[src/rtl/fetch_pkg.sv]
// Shared types and constants for the fetch PC generator.
package fetch_pkg;

    typedef enum logic [1:0] {BOOT, FETCH, HOLD, DISCARD} fetch_state_t;

    localparam logic [31:0] NOP_INSTR = 32'h00000013;
    localparam int unsigned PC_STEP   = 4;

endpackage

[src/rtl/fetch_skid_buf.sv]
// One-entry {instr,pc} holding register used when decode stalls with a full output slot.
module fetch_skid_buf #(
    parameter int WordSize = 32
) (
    input  logic                clk,
    input  logic                rstn,
    input  logic                i_load,
    input  logic                i_unload,
    input  logic                i_clear,
    input  logic [WordSize-1:0] i_instr,
    input  logic [WordSize-1:0] i_pc,
    output logic                o_valid,
    output logic [WordSize-1:0] o_instr,
    output logic [WordSize-1:0] o_pc
);

    logic                r_valid;
    logic [WordSize-1:0] r_instr;
    logic [WordSize-1:0] r_pc;

    // Clear (redirect) beats load, load beats unload.
    always_ff @(posedge clk or negedge rstn) begin
        if (!rstn) begin
            r_valid <= 1'b0;
            r_instr <= '0;
            r_pc    <= '0;
        end else if (i_clear) begin
            r_valid <= 1'b0;
        end else if (i_load) begin
            r_valid <= 1'b1;
            r_instr <= i_instr;
            r_pc    <= i_pc;
        end else if (i_unload) begin
            r_valid <= 1'b0;
        end
    end

    assign o_valid = r_valid;
    assign o_instr = r_instr;
    assign o_pc    = r_pc;

endmodule

[src/rtl/fetch_pc_gen.sv]
// Fetch PC generator: req/ack instruction fetch, stallable decode slot, execute redirects.
module fetch_pc_gen
    import fetch_pkg::*;
#(
    parameter int                  WordSize    = 32,
    parameter logic [WordSize-1:0] ResetVector = '0
) (
    input  logic                clk,
    input  logic                rstn,
    input  logic                stall,
    input  logic                redirect,
    input  logic [WordSize-1:0] redirect_addr,
    output logic                imem_req,
    output logic [WordSize-1:0] imem_addr,
    input  logic                imem_ack,
    input  logic [WordSize-1:0] imem_data,
    output logic                if_valid,
    output logic [WordSize-1:0] if_instr,
    output logic [WordSize-1:0] if_pc,
    output logic                flush,
    output logic                misalign
);

    fetch_state_t        r_state;
    logic [WordSize-1:0] r_pc;
    logic [WordSize-1:0] r_addr;
    logic                r_if_valid;
    logic [WordSize-1:0] r_if_instr;
    logic [WordSize-1:0] r_if_pc;
    logic                r_flush;
    logic                r_misalign;

    logic                w_ack;
    logic                w_slot_free;
    logic                w_skid_load;
    logic                w_skid_unload;
    logic                w_skid_valid;
    logic [WordSize-1:0] w_skid_instr;
    logic [WordSize-1:0] w_skid_pc;
    logic [WordSize-1:0] w_pc_inc;
    logic [WordSize-1:0] w_tgt;

    assign w_ack         = imem_ack && imem_req;
    assign w_slot_free   = !stall || !r_if_valid;
    assign w_pc_inc      = r_pc + WordSize'(PC_STEP);
    assign w_tgt         = {redirect_addr[WordSize-1:2], 2'b00};
    assign w_skid_load   = !redirect && (r_state == FETCH) && w_ack && !w_slot_free;
    assign w_skid_unload = !redirect && (r_state == HOLD) && !stall && w_skid_valid;

    fetch_skid_buf #(.WordSize(WordSize)) u_skid (
        .clk      (clk),
        .rstn     (rstn),
        .i_load   (w_skid_load),
        .i_unload (w_skid_unload),
        .i_clear  (redirect),
        .i_instr  (imem_data),
        .i_pc     (r_addr),
        .o_valid  (w_skid_valid),
        .o_instr  (w_skid_instr),
        .o_pc     (w_skid_pc)
    );

    // r_addr tracks the outstanding request address; it only diverges from r_pc in DISCARD.
    always_ff @(posedge clk or negedge rstn) begin
        if (!rstn) begin
            r_state    <= BOOT;
            r_pc       <= ResetVector;
            r_addr     <= ResetVector;
            r_if_valid <= 1'b0;
            r_if_instr <= WordSize'(NOP_INSTR);
            r_if_pc    <= '0;
            r_flush    <= 1'b0;
            r_misalign <= 1'b0;
        end else begin
            r_flush    <= redirect;
            r_misalign <= redirect && (redirect_addr[1:0] != 2'b00);
            if (!stall)
                r_if_valid <= 1'b0;
            if (redirect) begin
                r_pc       <= w_tgt;
                r_if_valid <= 1'b0;
                // An unanswered request must still complete before the new target goes out.
                if (imem_req && !imem_ack) begin
                    r_state <= DISCARD;
                end else begin
                    r_state <= FETCH;
                    r_addr  <= w_tgt;
                end
            end else begin
                case (r_state)
                    BOOT: begin
                        r_state <= FETCH;
                        r_addr  <= r_pc;
                    end
                    FETCH: begin
                        if (w_ack) begin
                            r_pc   <= w_pc_inc;
                            r_addr <= w_pc_inc;
                            if (w_slot_free) begin
                                r_if_valid <= 1'b1;
                                r_if_instr <= imem_data;
                                r_if_pc    <= r_addr;
                            end else begin
                                r_state <= HOLD;
                            end
                        end
                    end
                    HOLD: begin
                        if (w_skid_unload) begin
                            r_if_valid <= 1'b1;
                            r_if_instr <= w_skid_instr;
                            r_if_pc    <= w_skid_pc;
                            r_state    <= FETCH;
                        end
                    end
                    DISCARD: begin
                        if (w_ack) begin
                            r_state <= FETCH;
                            r_addr  <= r_pc;
                        end
                    end
                    default: r_state <= BOOT;
                endcase
            end
        end
    end

    assign imem_req  = (r_state == FETCH) || (r_state == DISCARD);
    assign imem_addr = r_addr;
    assign if_valid  = r_if_valid;
    assign if_instr  = r_if_instr;
    assign if_pc     = r_if_pc;
    assign flush     = r_flush;
    assign misalign  = r_misalign;

endmodule
[config.mk]
export PLATFORM = sky130hd
export DESIGN_NAME = fetch_pc_gen
export DESIGN_NICKNAME = d
export VERILOG_FILES = /design/src/rtl/fetch_pkg.sv /design/src/rtl/fetch_skid_buf.sv /design/src/rtl/fetch_pc_gen.sv
export SDC_FILE = /design/constraint.sdc
export NUM_CORES = 1
export LEC_CHECK = 0
export ABC_AREA = 0
export CORE_ASPECT_RATIO = 0.9
export CORE_MARGIN = 4
export CORE_UTILIZATION = 53
export CTS_CLUSTER_SIZE = 25
export DETAILED_ROUTE_END_ITERATION = 8
export HOLD_SLACK_MARGIN = 0.02
export PLACE_DENSITY = 0.8
export SETUP_SLACK_MARGIN = 0.3
export SLEW_MARGIN = 20
export SYNTH_ARGS = -nofsm -noshare
export SYNTH_HDL_FRONTEND = slang
export SYNTH_SLANG_ARGS = --single-unit
[constraint.sdc]
create_clock -name clk -period 2.7 [get_ports clk]
set_clock_uncertainty 0.15 [all_clocks]
set_input_delay 0.675 -clock clk [delete_from_list [all_inputs] [get_ports clk]]
set_output_delay 0.675 -clock clk [all_outputs]
set_load 0.02 [all_outputs]
# After elaboration in Yosys (flattened, before gate mapping)
# Cells that the tools add are included.
dict set report word_totals {
  reg_bits 198
  inputBits 69
  out_inout_bits 100
  word_cells 83
}
dict set report classes {
  n_addsub 1
  eq_ne 11
  n_mux 31
  bitwise_logic 1
  reduce_logical 28
}
# cell n
set ops {}
lappend ops {{$mux 32} 12}
lappend ops {{$pmux 32 s2} 2}
lappend ops {{$pmux 32 s3} 1}
lappend ops {{$add 32x3->32 const B} 1}
lappend ops {{$mux 2} 6}
lappend ops {{$logic_and 1x1->1} 9}
lappend ops {{$ne 3x3->1 const B} 3}
lappend ops {{$mux 1} 8}
lappend ops {{$pmux 2 s4} 1}
lappend ops {{$reduce_and 4->1} 2}
lappend ops {{$reduce_bool 2->1} 4}
lappend ops {{$ne 2x2->1 const B} 3}
lappend ops {{$logic_not 1->1} 5}
lappend ops {{$reduce_and 5->1} 1}
lappend ops {{$eq 2x2->1 const B} 2}
lappend ops {{$reduce_and 2->1} 2}
lappend ops {{$reduce_bool 4->1} 1}
lappend ops {{$ne 3x2->1 const B} 1}
lappend ops {{$reduce_bool 3->1} 1}
lappend ops {{$eq 2x1->1 const B} 1}
lappend ops {{$logic_not 2->1} 1}
lappend ops {{$logic_or 1x1->1} 2}
lappend ops {{$ne 2x1->1 const B} 1}
lappend ops {{$pmux 1 s2} 1}
lappend ops {{$not 1->1} 1}

# Depth between registers and ports, before layout
dict set report logic_depth {
  depth_word 7
  mapped_depth 11
  depth_no_buf 7
}

# Hierarchy
# Synthesis repeated with hierarchy kept, for this count alone.
dict set report hier_totals {
  hier_cells 881
  area_unflattened_um2 9808.2
}
# module instances cells_each area_per_inst_um2 seq_area_each_um2
set modules_own_cells {}
lappend modules_own_cells {fetch_pc_gen 1 741 7066.8 3256.9}
lappend modules_own_cells {fetch_skid_buf 1 140 2741.4 1626.6}

# Worst setup path after synthesis
# Ideal clock, no wire load.
dict set report synth_path {
  path_kind {input to register}
  from {input port redirect}
  to {register r_addr[26], in the netlist imem_addr[26]}
  setup_time_ns 0.141
  t_arrival_ns 1.952
  t_required_ns 2.409
  slack_ns 0.457
  cell_stages 7
  n_path_buf 4
  cell_sequence {buf_2 -> or2_2 -> buf_2 -> o21ai_2 -> buf_4 -> buf_2 -> o221ai_1}
}
dict set report synth_between {
  elab_chain_cells 2
  elab_cells_between_ends 6
  classes_between {eq/ne (3); mux (1); reduce/logical (2)}
}
# element line
set synth_lines {}
lappend synth_lines {{from (decl)} fetch_pc_gen.sv:11} ;# input logic redirect,
lappend synth_lines {{$ne 3x3->1 (no source line) (tied with other cells)} -}
lappend synth_lines {{$reduce_and 4->1 (no source line)} -}
lappend synth_lines {{to (signal assigned)} fetch_pc_gen.sv:68} ;# r_addr <= ResetVector;
lappend synth_lines {{to (signal assigned)} fetch_pc_gen.sv:87} ;# r_addr <= w_tgt;
lappend synth_lines {{to (signal assigned)} fetch_pc_gen.sv:93} ;# r_addr <= r_pc;
lappend synth_lines {{to (decl)} fetch_pc_gen.sv:26} ;# logic [WordSize-1:0] r_addr;
# Parallel ways exist; a longest one is shown, timed or not.
# A chain may end at the register's enable or synchronous reset.

# Final worst setup path
dict set report layout_path {
  from {register r_state[1]}
  to {output port imem_req}
}
dict set report layout_between {
  elab_chain_cells 2
  elab_cells_between_ends 3
  classes_between {eq/ne (2); reduce/logical (1)}
}
# element line
set layout_lines {}
lappend layout_lines {{from (decl)} fetch_pc_gen.sv:24} ;# fetch_state_t r_state;
lappend layout_lines {{from (signal assigned)} fetch_pc_gen.sv:66} ;# r_state <= BOOT;
lappend layout_lines {{from (signal assigned)} fetch_pc_gen.sv:84} ;# r_state <= DISCARD;
lappend layout_lines {{from (signal assigned)} fetch_pc_gen.sv:86} ;# r_state <= FETCH;
lappend layout_lines {{$eq 2x1->1 / $eq 2x2->1 (equally long branches)} fetch_pc_gen.sv:128} ;# assign imem_req = (r_state == FETCH) || (r_state == DISCARD);
lappend layout_lines {{$logic_or 1x1->1 *} fetch_pc_gen.sv:128}
lappend layout_lines {{to (decl)} fetch_pc_gen.sv:13} ;# output logic imem_req,
# Every way passes the cells marked *; elsewhere a longest branch is shown, timed or not.

==> impl_summary.md <==
Outcome
The flow ran to the end, and the final reports show no timing, DRC or antenna violations.

Setup path
The data arrival at the endpoint of the critical path is 1530 ps. The count of cells along the worst register-to-register path is 7. STA puts the critical path data required time at 1880 ps. The depth of the critical timing path with buffers and inverters included is 4. The worst setup path is of the reg2out kind. The critical path's top delay family is flip-flops. In this run the worst path has a maximum fanout of 2.

The delay of the slowest cell on the worst path is 390 ps. The slowest cell on the critical path is sky130_fd_sc_hd__dfrtp_1. STA classifies the critical path startpoint as a register.

The reg-to-reg critical path startpoint is r_state[1]. The signal on the critical path passes through buf_4 > ha_1 > or2_4 > buf_6. The setup check on the worst reg-to-reg path leaves a slack of 460 ps. The worst setup path is captured at a primary output. The critical path contains buffers and inverters numbering 2 combined. The worst register-to-register path ends at imem_addr[10].

Detailed routing
The detail route stage leaves a number of antenna-violating nets equal to 0. The number of design rule violations left after detail routing is 0. The detail-routed net length per standard cell is 18.6 um. The routed wire length is 23900 um. The detailed-router iteration count before antenna repair is 5. The final route contains 7343 vias. The number of vias per cell is 5.70. The number of DRC violations after detailed-routing iteration 0 is 637.

Finish
The diode insertion count for antenna repair is 0. The final core utilization is 69.6%. The area growth from synthesis to layout is 29.1%. Leaving out fill and tap cells, the most frequent cells in the layout are 189 x sky130_fd_sc_hd__dfrtp_1, 155 x sky130_fd_sc_hd__clkdlybuf4s50_1, 115 x sky130_fd_sc_hd__nand2_1. In the final layout, the share of cells above drive strength 1 is 16.7%.

The number of fillers in the final layout is 1303. The post-layout instance count excluding filler cells is 1288. The number of nets in the layout is 1108. Leaving out fill and tap cells, the most frequent cell in the layout is sky130_fd_sc_hd__dfrtp_1. The area of all placed cells without fillers is 0.0122 mm2.

Global routing
Global routing consumed, over all layers together, 24.3% of the routing resources. The initial antenna violation count is 0. Entering global routing, the biggest net connects 66 pins. The total congestion overflow after global routing is 0.

The number of global-route vias before repair is 7277. The global-route wire length before repair is 38700 um.

Placed design
Input and output buffers added on the ports amount to 168. Once placement completed, the tool counted placed cells totaling 1255. The cell area reported after detailed placement is 0.0115 mm2. The final RePlAce weighted congestion is 0.872. Once detailed placement completed, the half-perimeter wirelength came to 16500 um.

Power and ir drop
Per report_power, the sequential group accounts for 41.2% of the total. Combinational logic burns 35.3% of the power. The switching power is 4.04 mW.

The internal power component is 7.27 mW. The total power divided by cell area is 926 mW/mm2. The leakage power is 5.07 nW. Net switching is 35.7% of the power. The fraction of power consumed by the clock network is 23.5%. IR analysis of the VDD net gives a maximum drop of 0.512 mV.

Logic synthesis
The number of enable flip-flop cells after synthesis is 0. The average footprint of a synthesized cell is 10.8 um2. The Yosys step of the flow raised 0 warnings. The number of cells produced by synthesis is 879. The share of the Yosys chip area taken by registers is 51.1%.

The number of nets handed over by synthesis was 952. Counting flops with an async set or reset pin after synthesis yields a share of 100%. Counting distinct cell types in the post-synthesis netlist gives 58. The number of register bits inferred by synthesis is 193. The synthesized area is 0.00946 mm2. The main flop type after synthesis is sky130_fd_sc_hd__dfrtp_1.

Min path
The worst min-delay path category is in2async.

Die
In this run the count of I/O pins placed on the die edge is 169. The overall die height is 135 um. The die area is 0.0200 mm2. The standard-cell row count is 46. The core outline area is 0.0176 mm2.

The initial cell density of the core is 53.9%. In this run the horizontal extent of the chip is 149 um.

Clock tree
The master cell of the clock root buffer is sky130_fd_sc_hd__clkbuf_16. The later-pin clock latency in the skew report is 430 ps. The number of buffers added by the clock tree synthesis step is 17. The clock-pin slew reported for the worst setup and hold paths after clock tree synthesis is 80 ps. The maximum buffer depth of the clock tree is 2. The tree built by TritonCTS fans out to 193 sinks.

The clock tree from TritonCTS is done. In this run the number of H-tree levels came out at 4. The number of hold buffers added after CTS was 0.

STA
The max-slew violation total from the final report is 0. The minimum period implied by the final worst setup slack is 2350 ps. Setup repair after global routing could not meet its margin everywhere.

The final critical-path share of the clock period is 87.2%. The number of failing hold endpoints at the final stage was 0. The slew at the pin with the worst max-slew slack is 728 ps. Derived from the worst setup path, the maximum achievable clock frequency is 425 MHz.

Setup violations remaining at the end of the flow were counted as 0. In this run the tightest slew margin relative to its limit is 51.3%. The final setup TNS is 0 ps.

Run
The number of violations of the max-capacitance limit is 0.
[per-layer routing]
layer / GRT usage (%) / wire [um]
met5: 0 / 0
met4: 7.17 / 363
met3: 4.83 / 1620
met2: 38.1 / 11200
met1: 34.7 / 10700
[worst max-delay path by stage]
stage / start / to
final: r_state[1] / imem_req
after global routing: r_state[1] / imem_req
after CTS: r_state[1] / imem_req
after detailed placement: imem_ack / u_skid.o_instr[20]
after global placement: redirect / imem_addr[10]
after floorplan: redirect / imem_addr[26]
[registers in the layout, indices dropped and copies added (netlist names)]
signal	count
flush	1
if_instr	32
if_pc	31
if_valid	1
imem_addr	31
misalign	1
r_pc	30
r_state	2
u_skid.o_instr	32
u_skid.o_pc	31
u_skid.o_valid	1
[cell families (layout without fill, tap and decap cells)]
kind of cell	Yosys count	in the layout	share of synthesized area, %
multiplexers	137	137	15.5
buffers and inverters	72	241	3.48
AO/OA/AOI/OAI	166	166	10.4
XOR/XNOR	54	54	5.00
flip-flops	193	193	51.1
AND/OR/NAND/NOR	253	253	14.1
adder cells (fa/ha/maj)	4	4	0.529
[cell usage after synthesis (all sizes together) (8+ instances only)]
cell | n | share of area (%)
and3 | 15 | 0.99
nor2 | 31 | 1.3
xnor2 | 26 | 2.4
mux2 | 73 | 8.7
nor3 | 18 | 1.1
nand4 | 24 | 2.0
buf | 40 | 2.2
nand2b | 8 | 0.53
nand2 | 115 | 4.6
nand3 | 18 | 1.1
dfrtp | 190 | 50
mux2i | 64 | 6.8
o221ai | 8 | 0.74
o21ai | 93 | 5.0
clkbuf | 27 | 1.1
xor2 | 28 | 2.6
a21oi | 28 | 1.5
[power groups by stage]
stage          Sequential, mW  Clock, mW  Combinational, mW
2_1_floorplan            5.18          0               1.48
3_3_place_gp             4.66          0               3.89
3_5_place_dp             4.71          0               3.99
4_1_cts                  4.66       2.71               4.01
5_1_grt                  4.80       2.85               4.29
6_report                 4.66       2.66               3.99
[area by class of cell]
class	instances	area, um2	area share [%]
clock buffer	17	425	3.48
tap	240	300	2.46
sequential	193	4830	39.6
clock inverter	15	214	1.75
multi-input combinational	614	4330	35.4
inverter	5	18.8	0.154
timing repair buffer	204	2090	17.1
[metrics by stage]
stage          total power, mW  hold WS (ps)  setup slack [ps]
2_1_floorplan             6.66           229               457
4_1_cts                   11.4          86.9               265
3_5_place_dp              8.70           320              49.7
6_report                  11.3          67.0               346
3_3_place_gp              8.55           310              83.0
5_1_grt                   11.9          91.8               278
[what timing repair did]
action / in CTS / in global routing
gates resized for setup: 13 / 10
setup buffers: 1 / 0
pin swaps: 0 / 1
endpoints found under the setup margin: 7 / 17
gates cloned: 0 / 0
Power figures use the tool's default switching activity.
